[config.mk]
export PLATFORM = sky130hd
export DESIGN_NAME = inv_scan_4x4
export DESIGN_NICKNAME = d
export VERILOG_FILES = /design/src/rtl/inv_scan_4x4.sv
export SDC_FILE = /design/constraint.sdc
export NUM_CORES = 1
export LEC_CHECK = 0
export BUFFER_PORTS_ARGS = -buffer_cell sky130_fd_sc_hd__buf_2
export CAP_MARGIN = 20
export CORE_MARGIN = 3
export CORE_UTILIZATION = 50
export DETAILED_ROUTE_END_ITERATION = 12
export GPL_ROUTABILITY_DRIVEN = 0
export PLACE_DENSITY = 0.73
export SYNTH_ARGS = -nofsm -noshare
export SYNTH_HDL_FRONTEND = slang
export SYNTH_SLANG_ARGS = --single-unit
[constraint.sdc]
create_clock -name clk -period 4.15 [get_ports clk]
set_input_delay 0.83 -clock clk [delete_from_list [all_inputs] [get_ports clk]]
set_output_delay 0.83 -clock clk [all_outputs]
set_load 0.01 [all_outputs]
[src/rtl/inv_scan_4x4.sv]
// Inverse-scan buffer: places 16 scan-order coefficients at raster positions, ping-pong banked.
// Optional early completion on in_last is enabled by defining LAST_ZERO_FILL_EN.
module inv_scan_4x4 #(
  parameter int COEF_W = 16
) (
  input  logic                 clk,
  input  logic                 rst_n,
  input  logic [1:0]           scan_type,
  input  logic                 in_valid,
  output logic                 in_ready,
  input  logic [COEF_W-1:0]    in_coef,
  input  logic                 in_last,
  output logic                 out_valid,
  input  logic                 out_ready,
  output logic [16*COEF_W-1:0] out_block,
  output logic [1:0]           out_scan_type
);

  logic [COEF_W-1:0] bank [2][16];
  logic [15:0]       mask [2];
  logic [1:0]        btype [2];
  logic [1:0]        full;
  logic              wr_sel;
  logic              rd_sel;
  logic [3:0]        cnt;

  logic              accept;
  logic              complete;
  logic              drain;
  logic              last_hit;
  logic [1:0]        cur_type;
  logic [3:0]        pos;

  // Diag walks the four 2x2 quads in raster order, so its map is a bit shuffle of k.
  function automatic logic [3:0] raster_pos(input logic [1:0] t, input logic [3:0] k);
    logic [3:0] p;
    p = {k[3], k[1], k[2], k[0]};
    case (t)
      2'd1:    p = k;
      2'd2:    p = {k[1:0], k[3:2]};
      default: p = {k[3], k[1], k[2], k[0]};
    endcase
    return p;
  endfunction

`ifdef LAST_ZERO_FILL_EN
  assign last_hit = in_last;
`else
  logic unused_last;
  assign unused_last = in_last;
  assign last_hit    = 1'b0;
`endif

  assign in_ready      = rst_n && !full[wr_sel];
  assign accept        = in_valid && in_ready;
  assign cur_type      = (cnt == 4'd0) ? scan_type : btype[wr_sel];
  assign pos           = raster_pos(cur_type, cnt);
  assign complete      = accept && ((cnt == 4'd15) || last_hit);
  assign out_valid     = full[rd_sel];
  assign drain         = out_valid && out_ready;
  assign out_scan_type = btype[rd_sel];

  // Fill and drain never touch the same bank in one cycle, so both may fire together.
  always_ff @(posedge clk) begin
    if (!rst_n) begin
      cnt      <= '0;
      wr_sel   <= 1'b0;
      rd_sel   <= 1'b0;
      full     <= '0;
      mask[0]  <= '0;
      mask[1]  <= '0;
      btype[0] <= '0;
      btype[1] <= '0;
    end else begin
      if (accept) begin
        mask[wr_sel][pos] <= 1'b1;
        if (cnt == 4'd0)
          btype[wr_sel] <= scan_type;
        if (complete) begin
          full[wr_sel] <= 1'b1;
          wr_sel       <= ~wr_sel;
          cnt          <= '0;
        end else begin
          cnt <= cnt + 4'd1;
        end
      end
      if (drain) begin
        full[rd_sel] <= 1'b0;
        mask[rd_sel] <= '0;
        rd_sel       <= ~rd_sel;
      end
    end
  end

  always_ff @(posedge clk) begin
    if (accept)
      bank[wr_sel][pos] <= in_coef;
  end

  // The mask hides stale bank data, which also keeps out_block at zero after reset.
  always_comb begin
    out_block = '0;
    for (int r = 0; r < 16; r++) begin
      if (mask[rd_sel][r])
        out_block[r*COEF_W +: COEF_W] = bank[rd_sel][r];
    end
  end

endmodule

==> out/metrics.csv <==
stage;metric;value;unit
grt;first-pass GRT wire length;70.8;mm
floorplan;io pins;283;
run;max cap viols;0;
clock_network;CTS buffer count;53;
final_layout;P&R area growth vs syn;19.3;%
detailed_routing;drt pass-1 iters;5;
detailed_routing;vias;12100;
final_layout;cell area after layout;25500;um^2
floorplan;die height;213;um
detailed_routing;WL/cell;21.3;um
place;hpwl dp;29.2;mm
grt;vias in the first global route;11700;
detailed_routing;M1 WL;20.7;mm
timing;Final WS setup;0.510;ns
synth;Mapped Area;21400;um^2
detailed_routing;final wirelength;48.2;mm
timing;post-layout minimum cycle time;3.64;ns
grt;number of antenna violations at the first check in global routing;3;
synth;Synthesized Nets;1368;
floorplan;Die ar.;45300;um^2
clock_network;Clock transition at path regs;0.06;ns
timing;Hold Violations, Final;0;
synth;count leader, synth;edfxtp_1;
hold_path;WHS Endpoint;mask[0][9]$_SDFF_PP0_;
setup_path;critical path launch point type;flop;
setup_path;r2r setup slk;0.51;ns
clock_network;hold_buf cts;0;
clock_network;Clock Path Buffers;3;
detailed_routing;highest routed layer;met5;
synth;top cell type's share of synthesized area;72.4;%
detailed_routing;met3 routed WL;3.12;mm
hold_path;HP Class;reg2reg;
setup_path;r2r endpoint;bank[1][232]$_DFFE_PP_;
setup_path;worst r2r path cells;11;
detailed_routing;drt via density;5.34;
synth;syn avg cell area;16.0;um^2
place;port buffer count;281;
floorplan;Core ar.;42100;um^2
floorplan;die width;213;um
timing;final setup fails;0;
timing;final setup TNS;0;ns
timing;worst-margin pin slew;1.03;ns
detailed_routing;Iter 0 DRT Violations;924;
clock_network;CTS HTree Levels;2;
power;Reg power frac;53.9;%
setup_path;Worst Path Arrival;3.90;ns
setup_path;Worst setup EP type;flop;
power;maximum VDD drop;0.350;mV
power;Int Pwr;9210;uW
power;Pwr Total;11500;uW
synth;Post-synth top flop;edfxtp_1;
timing;fmax;275;MHz
floorplan;row count;75;
clock_network;Root Driver;clkbuf_16;
synth;Synth area leaders;edfxtp_1 (72%), mux2i_1 (13%), nor2_1 (5.0%);
final_layout;share of layout cells above drive strength 1;25.6;%
synth;Yosys top cell by area;edfxtp_1;
clock_network;worst-skew pair later-pin latency;0.59;ns
setup_path;Setup CP Type;reg2reg;
grt;Total GRT Usage;21.0;%
power;share of total power in the clock network;42.6;%
final_layout;Net count, final;1702;
power;Net Sw Frac;19.9;%
timing;RSZ-0062 raised after global routing;false;
power;Leak;0.00887;uW
clock_network;clock sink count;558;
place;Post-Place Cell Area;23700;um^2
timing;Max transition margin;31.3;%
detailed_routing;DRT antenna net count;0;
grt;largest net degree at the start of global routing;55;
detailed_routing;DRC viols;0;
setup_path;critical path peak fanout;16;
synth;Seq/Total Area, Yosys;76.3;%
setup_path;CP required;4.41;ns
outcome;status;finished, final reports clean;
grt;Overflow after GRT;0;
power;combinational share of power;3.6;%
detailed_routing;met2 WL;23.3;mm
place;dpl ws;0.536;ns
hold_path;Min-Delay Path Depth;2;
synth;number of synthesized flops with an enable pin;516;
synth;synth cell count leaders;edfxtp_1 (516), nor2_1 (285), mux2i_1 (275);
timing;Final Max Slew Viols;0;
setup_path;reg2reg start;cnt[0]$_SDFFE_PN0N_;
clock_network;Setup Fix Bufs, Post-CTS;0;
clock_network;CTS tree;yes;
timing;fin crit share;87.7;%
synth;Cells after Synth;1341;
synth;Synth Warn #;0;
power;pwr/cell area;450;nW/um^2
hold_path;Hold Crit Start;mask[0][9]$_SDFF_PP0_;
floorplan;Initial Util;50.8;%
power;NetSw;2290;uW
clock_network;CTS resizes;0;
synth;async set-reset flop share out of synthesis;0;%
timing;clock skew;0.0234;ns
synth;Synth cell types;44;
synth;Synth Register Bits;558;
-- logic make-up (layout without fill, tap and decap cells) --
logic type      Yosys count  after routing  share of synthesized area, %
flops                   558            558                          76.3
fa+ha+maj                 4              4                         0.234
compound gates           59             59                          1.91
other cells               0              3                             0
xor+xnor                  1              1                        0.0409
buf+inv                  70            449                          1.54
mux                     277            277                          13.0
simple gates            372            372                          7.00
-- power by group through the flow --
stage | clock (uW) | combinational [uW] | sequential, uW
after CTS | 4990 | 414 | 6200
after floorplan | 0 | 173 | 6310
after global routing | 5230 | 446 | 6200
after global placement | 0 | 403 | 6310
after detailed placement | 0 | 412 | 6320
final | 4890 | 411 | 6200
-- worst max path at each step --
| stage | start | end | slack, ns |
|---|---|---|---|
| 2_1_floorplan | cnt[0]$_SDFFE_PN0N_ | bank[0][128]$_DFFE_PP_ | 0.10 |
| 3_3_place_gp | cnt[0]$_SDFFE_PN0N_ | bank[0][197]$_DFFE_PP_ | 0.61 |
| 3_5_place_dp | cnt[0]$_SDFFE_PN0N_ | bank[0][77]$_DFFE_PP_ | 0.54 |
| 4_1_cts | cnt[0]$_SDFFE_PN0N_ | bank[0][76]$_DFFE_PP_ | 0.52 |
| 5_1_grt | cnt[1]$_SDFFE_PN0N_ | bank[0][40]$_DFFE_PP_ | 0.22 |
| 6_report | cnt[0]$_SDFFE_PN0N_ | bank[1][232]$_DFFE_PP_ | 0.51 |
-- worst max-delay path, stage by stage (launching register included) --
cell and delay [ns]:
dfxtp_1 0.46, inv_1 0.10, ha_1 0.20, nor3b_1 0.13, buf_4 0.16, o21a_1 0.20
ha_1 0.40, or2_1 0.27, a22o_1 0.23, or3_1 0.65, nor2_1 0.22, buf_4 0.28
-- placed cells by master, fill, tap and decap left out, drive strengths merged, types with 2 or more instances in the layout --
cell / instances
clkinv: 17
or2: 2
nand2b: 2
bufinv: 6
a21oi: 7
nand2: 47
inv: 11
o31ai: 14
o21ai: 22
nand3: 7
o41ai: 4
nand3b: 2
nor3: 10
dfxtp: 42
and2: 8
nor2: 285
buf: 341
clkbuf: 72
edfxtp: 516
mux2i: 275
clkinvlp: 2
and3: 2
or3: 4
a22o: 2
mux2: 2
diode: 3
ha: 4
-- metal layers --
metal / GRT usage, % / vias up
li1: - / 5630
met1: 30.0 / 5964
met2: 33.9 / 408
met3: 3.97 / 75
met4: 5.23 / 2
met5: 0 / -
-- per-stage QoR --
step / utilization (%) / instances / hold WS [ns]
2_1_floorplan: - / 1341 / 0.420
3_5_place_dp: 56.3 / 2159 / 0.438
3_3_place_gp: 56.3 / 2159 / 0.432
5_1_grt: 60.6 / 2261 / 0.475
6_report: 60.6 / 2262 / 0.450
4_1_cts: 60.6 / 2259 / 0.453
-- sequential cells by signal, indices dropped and copies added (netlist names), named ones only --
name / flops
bank: 512
btype: 4
cnt: 4
full: 2
mask: 32
rd_sel: 1
wr_sel: 1
-- cell type report --
class / count / area [um^2]
clock buffer: 72 / 1510
tap: 539 / 674
fill: 3142 / 16600
sequential: 558 / 16300
antenna: 3 / 7.51
timing repair buffer: 341 / 1910
clock inverter: 28 / 297
multi-input combinational: 713 / 4780
inverter: 8 / 30.0
Power figures use the tool's default switching activity.
